[config.mk]
export PLATFORM = sky130hd
export DESIGN_NAME = count_sequence_monitor
export DESIGN_NICKNAME = d
export VERILOG_FILES = /design/src/rtl/lab_pkg.sv /design/src/rtl/sat_counter.sv /design/src/rtl/count_sequence_monitor.sv
export SDC_FILE = /design/constraint.sdc
export NUM_CORES = 1
export LEC_CHECK = 0
export CORE_ASPECT_RATIO = 1.2
export CORE_UTILIZATION = 25
export CTS_CLUSTER_SIZE = 8
export DETAILED_ROUTE_END_ITERATION = 16
export GPL_ROUTABILITY_DRIVEN = 0
export SLEW_MARGIN = 15
export SYNTH_ARGS = -nofsm -noshare
export SYNTH_HDL_FRONTEND = slang
export SYNTH_SLANG_ARGS = --single-unit
[constraint.sdc]
create_clock -name clk -period 2.6 [get_ports clk]
set_clock_uncertainty 0.2 [all_clocks]
set_input_delay 0.52 -clock clk [delete_from_list [all_inputs] [get_ports clk]]
set_output_delay 0.52 -clock clk [all_outputs]
set_load 0.03 [all_outputs]
[src/rtl/lab_pkg.sv]
// Shared definitions for the lab counter/monitor blocks.
//   mon_state_e : monitor FSM state (2 bits)
//   CNT_W       : default width of the monitored count
//   WRAP_W      : default width of the wrap counter
//   ERR_W       : default width of the saturating error counter
package lab_pkg;

  localparam int unsigned CNT_W  = 4;
  localparam int unsigned WRAP_W = 8;
  localparam int unsigned ERR_W  = 4;

  typedef enum logic [1:0] {
    StAcq    = 2'd0,
    StTrack  = 2'd1,
    StLocked = 2'd2,
    StFault  = 2'd3
  } mon_state_e;

endpackage

[src/rtl/sat_counter.sv]
// Saturating up-counter.
//   clk_i   : clock
//   rst_ni  : asynchronous reset, active low (count -> 0)
//   clr_i   : synchronous clear, wins over inc_i
//   inc_i   : increment request; ignored once the count is all-ones
//   count_o : current count
module sat_counter #(
  parameter int unsigned Width = 4
) (
  input  logic             clk_i,
  input  logic             rst_ni,
  input  logic             clr_i,
  input  logic             inc_i,
  output logic [Width-1:0] count_o
);

  logic [Width-1:0] count_q, count_d;

  always_comb begin
    count_d = count_q;
    if (clr_i) begin
      count_d = '0;
    end else if (inc_i && (count_q != '1)) begin
      count_d = count_q + Width'(1);
    end
  end

  always_ff @(posedge clk_i or negedge rst_ni) begin
    if (!rst_ni) begin
      count_q <= '0;
    end else begin
      count_q <= count_d;
    end
  end

  assign count_o = count_q;

endmodule

[src/rtl/count_sequence_monitor.sv]
// Monitors a free-running modulo-2^WIDTH up-counter.
// Checks that each sample is the previous sample plus one, locks after LOCK_CYCLES
// consecutive good steps and latches a sticky fault on a broken step while locked.
//   clk, rst_n   : clock and asynchronous active-low reset
//   count_in     : counter value under test
//   clear        : synchronous clear, active high, overrides every transition
//   match_val    : value that fires match_pulse
//   match_pulse  : one-cycle pulse, previous sample equalled match_val
//   wrap_pulse   : one-cycle pulse, legal all-ones -> 0 step seen
//   wrap_count   : number of legal wraps (modulo 2^WRAP_W)
//   locked       : monitor is in LOCKED
//   fault        : monitor is in FAULT (sticky until clear/reset)
//   err_count    : bad steps seen in LOCKED/FAULT, saturating
module count_sequence_monitor
  import lab_pkg::*;
#(
  parameter int unsigned WIDTH       = CNT_W,
  parameter int unsigned WRAP_W      = lab_pkg::WRAP_W,
  parameter int unsigned ERR_W       = lab_pkg::ERR_W,
  parameter int unsigned LOCK_CYCLES = 3
) (
  input  logic              clk,
  input  logic              rst_n,
  input  logic [WIDTH-1:0]  count_in,
  input  logic              clear,
  input  logic [WIDTH-1:0]  match_val,
  output logic              match_pulse,
  output logic              wrap_pulse,
  output logic [WRAP_W-1:0] wrap_count,
  output logic              locked,
  output logic              fault,
  output logic [ERR_W-1:0]  err_count
);

  localparam int unsigned StreakW = 4;

  mon_state_e          state_q, state_d;
  logic [WIDTH-1:0]    prev_q;
  logic [WRAP_W-1:0]   wrap_cnt_q, wrap_cnt_d;
  logic                match_q, wrap_q;
  logic [StreakW-1:0]  streak;
  logic                streak_clr, streak_inc;
  logic                err_inc;
  logic                good;
  logic                is_wrap;
  logic                lock_hit;

  // Width-truncated increment, so all-ones -> 0 counts as good.
  assign good     = (count_in == prev_q + WIDTH'(1));
  // A wrap step is by construction a good step, so a bad step never wraps.
  assign is_wrap  = (state_q != StAcq) && (prev_q == '1) && (count_in == '0);
  // This good step completes the required streak.
  assign lock_hit = (({1'b0, streak} + 5'd1) == 5'(LOCK_CYCLES));

  always_comb begin
    state_d    = state_q;
    streak_clr = 1'b0;
    streak_inc = 1'b0;
    err_inc    = 1'b0;
    if (clear) begin
      state_d    = StAcq;
      streak_clr = 1'b1;
    end else begin
      unique case (state_q)
        StAcq: begin
          // prev is not yet meaningful; just start tracking.
          state_d    = StTrack;
          streak_clr = 1'b1;
        end
        StTrack: begin
          if (good) begin
            streak_inc = 1'b1;
            if (lock_hit) state_d = StLocked;
          end else begin
            streak_clr = 1'b1;
          end
        end
        StLocked: begin
          if (!good) begin
            state_d = StFault;
            err_inc = 1'b1;
          end
        end
        StFault: begin
          if (!good) err_inc = 1'b1;
        end
        default: state_d = StAcq;
      endcase
    end
  end

  always_comb begin
    wrap_cnt_d = wrap_cnt_q;
    if (clear) begin
      wrap_cnt_d = '0;
    end else if (is_wrap) begin
      wrap_cnt_d = wrap_cnt_q + WRAP_W'(1);
    end
  end

  always_ff @(posedge clk or negedge rst_n) begin
    if (!rst_n) begin
      state_q    <= StAcq;
      prev_q     <= '0;
      wrap_cnt_q <= '0;
      match_q    <= 1'b0;
      wrap_q     <= 1'b0;
    end else begin
      state_q    <= state_d;
      prev_q     <= count_in;
      wrap_cnt_q <= wrap_cnt_d;
      match_q    <= !clear && (count_in == match_val);
      wrap_q     <= !clear && is_wrap;
    end
  end

  sat_counter #(
    .Width (StreakW)
  ) u_streak (
    .clk_i   (clk),
    .rst_ni  (rst_n),
    .clr_i   (streak_clr),
    .inc_i   (streak_inc),
    .count_o (streak)
  );

  sat_counter #(
    .Width (ERR_W)
  ) u_err (
    .clk_i   (clk),
    .rst_ni  (rst_n),
    .clr_i   (clear),
    .inc_i   (err_inc),
    .count_o (err_count)
  );

  assign match_pulse = match_q;
  assign wrap_pulse  = wrap_q;
  assign wrap_count  = wrap_cnt_q;
  assign locked      = (state_q == StLocked);
  assign fault       = (state_q == StFault);

endmodule

==> out/summary.md, run 1 <==
The run finished with clean final reports. The worst setup path is launched from a flip-flop. The number of buffers inserted by port buffering was 26. The relative slew slack is 0.740. Walking the worst path, the cells encountered are inv_1 > ha_1 > o21ba_2 > o21ai_0 > or4_4 > o32a_1 > o221ai_1. After clock tree synthesis, the clock-pin slew on the worst setup and hold paths is 0.08 ns. With fillers left out, the area of the finished cells amounts to 1930 um2. The final route contains 1208 vias. The power share of the clock group was 0.180; the final wirelength was 3.06 mm. The power consumption is 1.20 mW. The average cell area after synthesis came out at 9.89 um2. For this design the ratio of total power to cell area is 620 nW/um2. The final setup violation count is 0, and the share of the cycle needed by the critical path after routing is 0.928. The smallest clock period supported by the final layout is computed as 2.41 ns. The hold violation total from the final report is 0.

In this run the worst path has a maximum fanout of 6. The buffers inserted during post-CTS setup optimization was 0; the clock sink count was 24. The final standard cell count with taps included and fillers excluded came out at 251. The transition time at the pin with the least slew margin works out to 0.389 ns. The switching share of power was 0.361. The global-route wire length before repair came out at 5.11 mm.

The placed instances occupy a cell area of 1880 um2. In this run, synthesis produced a sequential element count of 24. The die height was 85.5 um. The global routing stage identified its most utilized layer as met2. The routing usage on met1 was 0.123. The run gives 0 as the hold buffer count at CTS.

In this run the horizontal extent of the chip is 71.6 um. On the critical path, the stage with the largest delay is an instance of sky130_fd_sc_hd__or4_4. The run gives 1 as the H-tree depth. The run gives 4 as the total iterations of the first detailed-routing run. The floorplan step defined a die boundary enclosing 6130 um2.

When the netlist entered floorplanning its net count stood at 168. After detailed routing, the number of vias per cell comes to 4.81. The sequential element share of the synthesized area was 0.413; the standard-cell row count was 30. The fraction of layout instances using a drive strength above 1 was 0.134.

The net switching power of the design came out at 0.432 mW. For the internal power of the cells, the log shows 0.765 mW. In this run, post-CTS repair resized a total of 0 instances. The required time of the critical path came out at 2.58 ns. Setup repair after global routing left no endpoint under its margin. The via count of the first global-routing pass was 1164; the critical path arrival was 2.40 ns. The netlist uses 39 different library cells.

For this run, the number of Yosys warnings is 0. The boundary pin count came out at 27. For the synthesized area, the log shows 1450 um2. In this run the standard cell core region covers 5630 um2.

TritonCTS created 3 clock buffers. The number of pins exceeding their max-slew limit in the final report was 0. Entering global routing, the biggest net connects 25 pins. For the met2 usage, the log shows 0.189. Detailed placement ended at an HPWL of 2.32 mm. In this run the clock root is driven by a sky130_fd_sc_hd__clkbuf_8. Routing usage on met3: 0.0118. STA classifies the critical path endpoint as a flip-flop.

The logs give 0.803 nW for the static leakage and 147 for the synthesized instance count. Max-cap violations in this run came to 0. The tools report the final routed DRC violation total as 0. The tools report the logic gate share of total power as 0.462. The maximum cell stage delay along the critical path is 0.50 ns.

The worst hold slack is 0.362 ns. The maximum buffer depth of the clock tree was 2. The worst setup path is of the reg -> reg kind. The logs give 0.26 ns for the clock latency reported for the late side of the worst-skew pair and 0 for the initial antenna violation count. The worst hold path belongs to the class reg -> reg. The repair_antennas step left the layout with diodes totalling 0.

The run gives 210 as the number of nets in the layout. The count of nets left with antenna violations once routing finished came out at 0. TritonCTS built the clock tree. The number of placed instances, taps included, is 248. Summed over all layers, the global routing overflow is 0. The sequential cell fraction of total power was 0.358. Compared with the post-synthesis result, the final layout area differs by 32.9%.

In this run, the number of DRC markers left after iteration 0 of detailed routing was 17. The routed wirelength normalized by instance count came out at 12.2 um. The timing-limited maximum frequency came out at 0.414 GHz. The tools report the starting density of the core as 0.258. The logs give 0.105 for the combined global-route utilization of all metal layers and 0.278 mV for the worst supply voltage drop on vdd.
==> worst max-delay path, delay by kind of cell (launching register included) <==
| family | cells | cell delay (ns) |
|---|---|---|
| AO/OA/AOI/OAI | 4 | 0.75 |
| AND/OR/NAND/NOR | 1 | 0.50 |
| flip-flops | 1 | 0.45 |
| adder cells (fa/ha/maj) | 1 | 0.30 |
| buffers and inverters | 1 | 0.13 |
==> final timing paths <==
kind,cells past startpoint,to,from,slack (ns)
setup reg to reg,7,state_q[0],state_q[1],0.19
hold reg to reg,2,wrap_count[7],wrap_count[7],0.36
setup / recovery,7,state_q[0],state_q[1],0.19
hold / removal,2,wrap_count[7],wrap_count[7],0.36
min in group asynchronous,2,u_streak.count_o[0],rst_n,0.42
max in group asynchronous,2,wrap_pulse,rst_n,1.54
==> routing by layer <==
layer  up-vias  share of wire
li1        607              -
met1       574           0.45
met5         -              0
met4         0          0.017
met3         5          0.024
met2        22           0.51
==> cells in the final DEF, fill, tap and decap left out, types with 2 or more instances in the layout <==
cell type	count
sky130_fd_sc_hd__clkdlybuf4s50_1	26
sky130_fd_sc_hd__a21oi_1	6
sky130_fd_sc_hd__a211oi_1	2
sky130_fd_sc_hd__clkbuf_8	3
sky130_fd_sc_hd__xnor2_2	2
sky130_fd_sc_hd__nand3_1	10
sky130_fd_sc_hd__ha_1	10
sky130_fd_sc_hd__inv_1	7
sky130_fd_sc_hd__a41oi_1	2
sky130_fd_sc_hd__and3_1	2
sky130_fd_sc_hd__o21a_1	2
sky130_fd_sc_hd__mux2i_1	5
sky130_fd_sc_hd__nor2_1	13
sky130_fd_sc_hd__dfrtp_1	24
sky130_fd_sc_hd__and2_1	2
sky130_fd_sc_hd__xor2_1	4
sky130_fd_sc_hd__or3_1	2
sky130_fd_sc_hd__o21ai_0	4
sky130_fd_sc_hd__o221ai_1	2
sky130_fd_sc_hd__xnor2_1	12
sky130_fd_sc_hd__nand2_1	9
sky130_fd_sc_hd__nand4_1	2
sky130_fd_sc_hd__nor3_1	6
sky130_fd_sc_hd__buf_4	13
==> kinds of logic (layout without fill, tap and decap cells) <==
| kind of cell | Yosys count | in the layout | share of synthesized area |
|---|---|---|---|
| AO/OA/AOI/OAI | 27 | 27 | 0.133 |
| XOR/XNOR | 18 | 18 | 0.119 |
| adder cells (fa/ha/maj) | 10 | 10 | 0.0861 |
| buffers and inverters | 9 | 49 | 0.0232 |
| flip-flops | 24 | 24 | 0.413 |
| multiplexers | 6 | 6 | 0.0422 |
| AND/OR/NAND/NOR | 53 | 53 | 0.184 |
==> cell usage after synthesis (all sizes together) <==
master / count / area share
a31o: 1 / 0.0060
xnor2: 14 / 0.095
nand4: 2 / 0.0086
nand2: 9 / 0.023
or3: 2 / 0.0086
nor4: 2 / 0.0086
ha: 10 / 0.086
a21o: 1 / 0.0052
or4: 1 / 0.0077
nor2: 13 / 0.034
buf: 1 / 0.0026
nor4bb: 1 / 0.0069
and2: 2 / 0.0086
and3: 2 / 0.0086
xor2: 4 / 0.024
o21bai: 1 / 0.0052
nor3: 6 / 0.021
o221ai: 2 / 0.012
o21a: 2 / 0.010
inv: 7 / 0.018
a31oi: 2 / 0.013
mux2: 1 / 0.0077
a41oi: 2 / 0.012
o21ai: 4 / 0.014
o32a: 1 / 0.0069
clkbuf: 1 / 0.0026
nor2b: 1 / 0.0043
nand3: 10 / 0.034
a211o: 1 / 0.0060
a21oi: 6 / 0.021
o21ba: 1 / 0.0069
nor4b: 1 / 0.0060
a211oi: 2 / 0.010
dfrtp: 24 / 0.41
mux2i: 5 / 0.034
or2: 1 / 0.0043
o22ai: 1 / 0.0043
==> flip-flops by register name, indices dropped and copies added (netlist names) <==
name              flops
match_pulse           1
state_q               2
wrap_count            8
u_streak.count_o      4
prev_q                4
wrap_pulse            1
u_err.count_o         4
==> cell type report <==
class / instances / area (um2)
Fill cell: 574 / 3700
Multi-Input combinational cell: 114 / 826
Sequential cell: 24 / 601
Timing Repair Buffer: 39 / 358
Tap cell: 64 / 80.1
Clock buffer: 3 / 41.3
Inverter: 7 / 26.3
==> per-stage QoR <==
stage / worst slack (ns) / setup TNS (ns) / util
2_1_floorplan: 0.180 / 0 / -
3_3_place_gp: -0.0459 / -0.0875 / 0.335
3_5_place_dp: -0.0825 / -0.185 / 0.335
4_1_cts: 0.173 / 0 / 0.342
5_1_grt: 0.00881 / 0 / 0.343
6_report: 0.187 / 0 / 0.343
==> power groups by stage <==
stage               clock (mW)  combinational (mW)  sequential [mW]
floorplan                    0               0.346            0.456
global route             0.244               0.616            0.431
CTS                      0.229               0.557            0.429
detailed placement           0               0.554            0.436
global placement             0               0.552            0.436
finish                   0.216               0.553            0.429
(Power assumes the default switching activity.)
==> run 2: changes to the inputs <==
CORE_MARGIN = 2   (was default)
==> run 2 against run 1 <==
Effect of this change:
- setup slack lost 0.037 ns
- maximum frequency shrank 1.5%
- register-to-register slack lost 0.04 ns
- design area grew 1.9%
- non-clock buffer count grew 1
- combinational power shrank 1%
- sequential cell count is the same
- clock-buffer cell count is the same
- global-route usage shrank 0.30 points
- core utilization grew 0.67 points
==> out/summary.md, run 2 (synthesis results as in run 1) <==
The run finished with clean final reports. The vias after detailed routing is 1229 (+1.7%), and the time the final worst path needs with I/O delays and setup is 2.45 ns (+0.0373 ns). CTS clock-pin slew for the worst setup and hold paths: 0.09 ns (about the same).

Combined global-route utilization of all metal layers: 0.102 (-0.00296). The number of nets in the layout was 211 (+0.48%). The run gives 67 um (-6.9%) as the sum of met3 wire segment lengths after detailed routing.

The number of buffers added by the clock tree synthesis step was 3 (unchanged); the core footprint was 5630 um2 (unchanged). The share of the cycle needed by the critical path after routing was 0.943 (+0.0144). The sequential standard cell area came out at 601 um2 (unchanged).

For the met1 wire length, the log shows 1.35 mm (-1.3%). Hold violation total from the final report: 0 (unchanged). The maximum number of pins on one net before global-route repair came out at 25 (unchanged).

Number of pins exceeding their max-slew limit in the final report: 0 (unchanged). Worst reg2reg path depth: 7 (unchanged). The count of inserted antenna diode cells was 0 (unchanged). The boundary pin count came out at 27 (unchanged). Setup repair after global routing left no endpoint under its margin. The relative slew slack is 0.749 (+0.00846), and the critical path arrival is 2.43 ns (+0.03 ns). The tools report the remaining global-route overflow as 0 (unchanged). Routed signal wires occupy layers up through met4. The detailed-route vias per instance came out at 4.86 (+0.93%). Critical path endpoint category: a flip-flop. The maximum buffer depth of the clock tree was 2 (unchanged). Maximum fanout encountered on the critical timing path: 6 (unchanged).

The total iterations of the first detailed-routing run came out at 4 (unchanged). The tools report the final routed DRC violation total as 0 (unchanged). The logs give 583 (+1.6%) for the count of fill cells added during filler insertion and 1.62 mm (+3.6%) for the wire length on met2. The total non-filler cell area in the finished layout is 1970 um2 (+1.9%). The final standard cell utilization of the core is 0.350 (+0.00667), and the multi-input gate area in the final layout is 826 um2 (unchanged). The number of design-rule violations left by the first detailed-router iteration is 20 (+3). The count of nets left with antenna violations after detail routing is 0 (unchanged). The final wirelength is 3.09 mm (+0.85%), and the clock sink count is 24 (unchanged).

The die extent in x came out at 73.6 um (+2.8%). The tools report the via count of the first global-routing pass as 1224 (+5.2%). The tree is rooted in a sky130_fd_sc_hd__clkbuf_8. The hold buffer count at CTS was 0 (unchanged). The routed wirelength normalized by instance count works out to 12.2 um (about the same). The cell depth of the worst hold path works out to 2 (unchanged).

The timing-limited maximum frequency is 0.408 GHz (-1.5%), and the standard-cell row count is 30 (unchanged). The overall die area was 6440 um2 (+5.2%); the final setup violation count was 0 (unchanged). The post-DP HPWL was 2.36 mm (+2.0%).

The global-route wire length before repair was 5.23 mm (+2.4%). Leaving out fill and tap cells, the most frequent cells in the layout are sky130_fd_sc_hd__clkdlybuf4s50_1 (26), sky130_fd_sc_hd__dfrtp_1 (24), sky130_fd_sc_hd__buf_4 (14). Worst supply voltage drop on vdd: 0.248 mV (-11%). Most common cell after layout, fill and taps aside: sky130_fd_sc_hd__clkdlybuf4s50_1.

Compared with the post-synthesis result, the final layout area differs by 35.5%. The worst hold slack was 0.360 ns (-0.00153 ns). The fraction of layout instances using a drive strength above 1 works out to 0.143 (+0.00917).

The power density relative to cell area is 663 nW/um2 (+7.0%), and the number of flip-flops in the largest register is 8 (unchanged). For the starting density of the core, the log shows 0.258 (unchanged). TritonCTS built the clock tree. Number of violations of the max-capacitance limit: 0 (unchanged). Worst hold path class: reg -> reg.

The run gives 0.822 nW (+2.4%) as the static leakage. The number of buffers inserted by port buffering is 26 (unchanged), and the clock latency reported for the late side of the worst-skew pair is 0.26 ns (about the same). The tools report the initial antenna violation count as 0 (unchanged). Instance area after placement: 1890 um2 (+0.40%). The die height came out at 87.5 um (+2.3%). The transition time at the pin with the least slew margin is 0.372 ns (-0.0170 ns). The worst setup path is of the reg -> reg kind. The tools report the post-route setup TNS as 0 ns (unchanged). The startpoint type of the worst setup path was a flip-flop. The required time of the critical path came out at 2.58 ns (about the same). For the H-tree depth, the log shows 1 (unchanged).
==> run 2: changes by cell type in the layout (fill, tap and decap cells not counted), sizes merged <==
cell,previous run,this run
buf,13,14
bufinv,0,1
==> run 2: metal layers <==
layer,vias to the layer above,track usage
li1,611,-
met1,597,0.122
met2,17,0.181
met3,4,0.0138
met4,0,0.0413
met5,-,0
==> run 2: final timing paths <==
| check | startpoint | to | slack (ns) |
|---|---|---|---|
| worst max-delay path | state_q[1] | state_q[0] | 0.15 |
| worst min register to register | wrap_count[7] | wrap_count[7] | 0.36 |
| worst min-delay path | wrap_count[7] | wrap_count[7] | 0.36 |
| worst max register to register | state_q[1] | state_q[0] | 0.15 |
| max in group asynchronous | rst_n | prev_q[1] | 1.55 |
| min in group asynchronous | rst_n | u_streak.count_o[3] | 0.41 |
==> run 2: worst max-delay path, cell delays in order, from the launching register on <==
cell                       delay [ns]
sky130_fd_sc_hd__dfrtp_1         0.46
sky130_fd_sc_hd__inv_1           0.14
sky130_fd_sc_hd__ha_1            0.30
sky130_fd_sc_hd__o21ba_2         0.18
sky130_fd_sc_hd__o21ai_0         0.09
sky130_fd_sc_hd__or4_4           0.50
sky130_fd_sc_hd__o32a_1          0.32
sky130_fd_sc_hd__o221ai_1        0.17
==> run 2: area by class of cell <==
type                       count  area share
inverter                       7      0.0133
timing repair buffer          40       0.186
clock inverter                 1      0.0152
tap                           64      0.0407
clock buffer                   3      0.0210
multi-input combinational    114       0.419
sequential                    24       0.305
==> run 2: stage by stage <==
stage	setup WS (ns)	power, mW	std cells
after global placement	-0.0501	0.988	249
after floorplan	0.180	0.802	147
after CTS	0.151	1.32	253
after detailed placement	-0.0788	0.985	249
final	0.149	1.31	253
after global routing	0.00803	1.40	253
==> run 2: what timing repair did <==
action,CTS,global route
endpoints found under the hold margin,0,0
gates resized for setup,0,1
buffers inserted,0,0
endpoints found under the setup margin,0,1
==> run 2: power by group <==
part           switching, mW  internal (mW)  total [mW]
clock                  0.125          0.206       0.331
combinational          0.284          0.261       0.545
sequential            0.0277          0.401       0.429
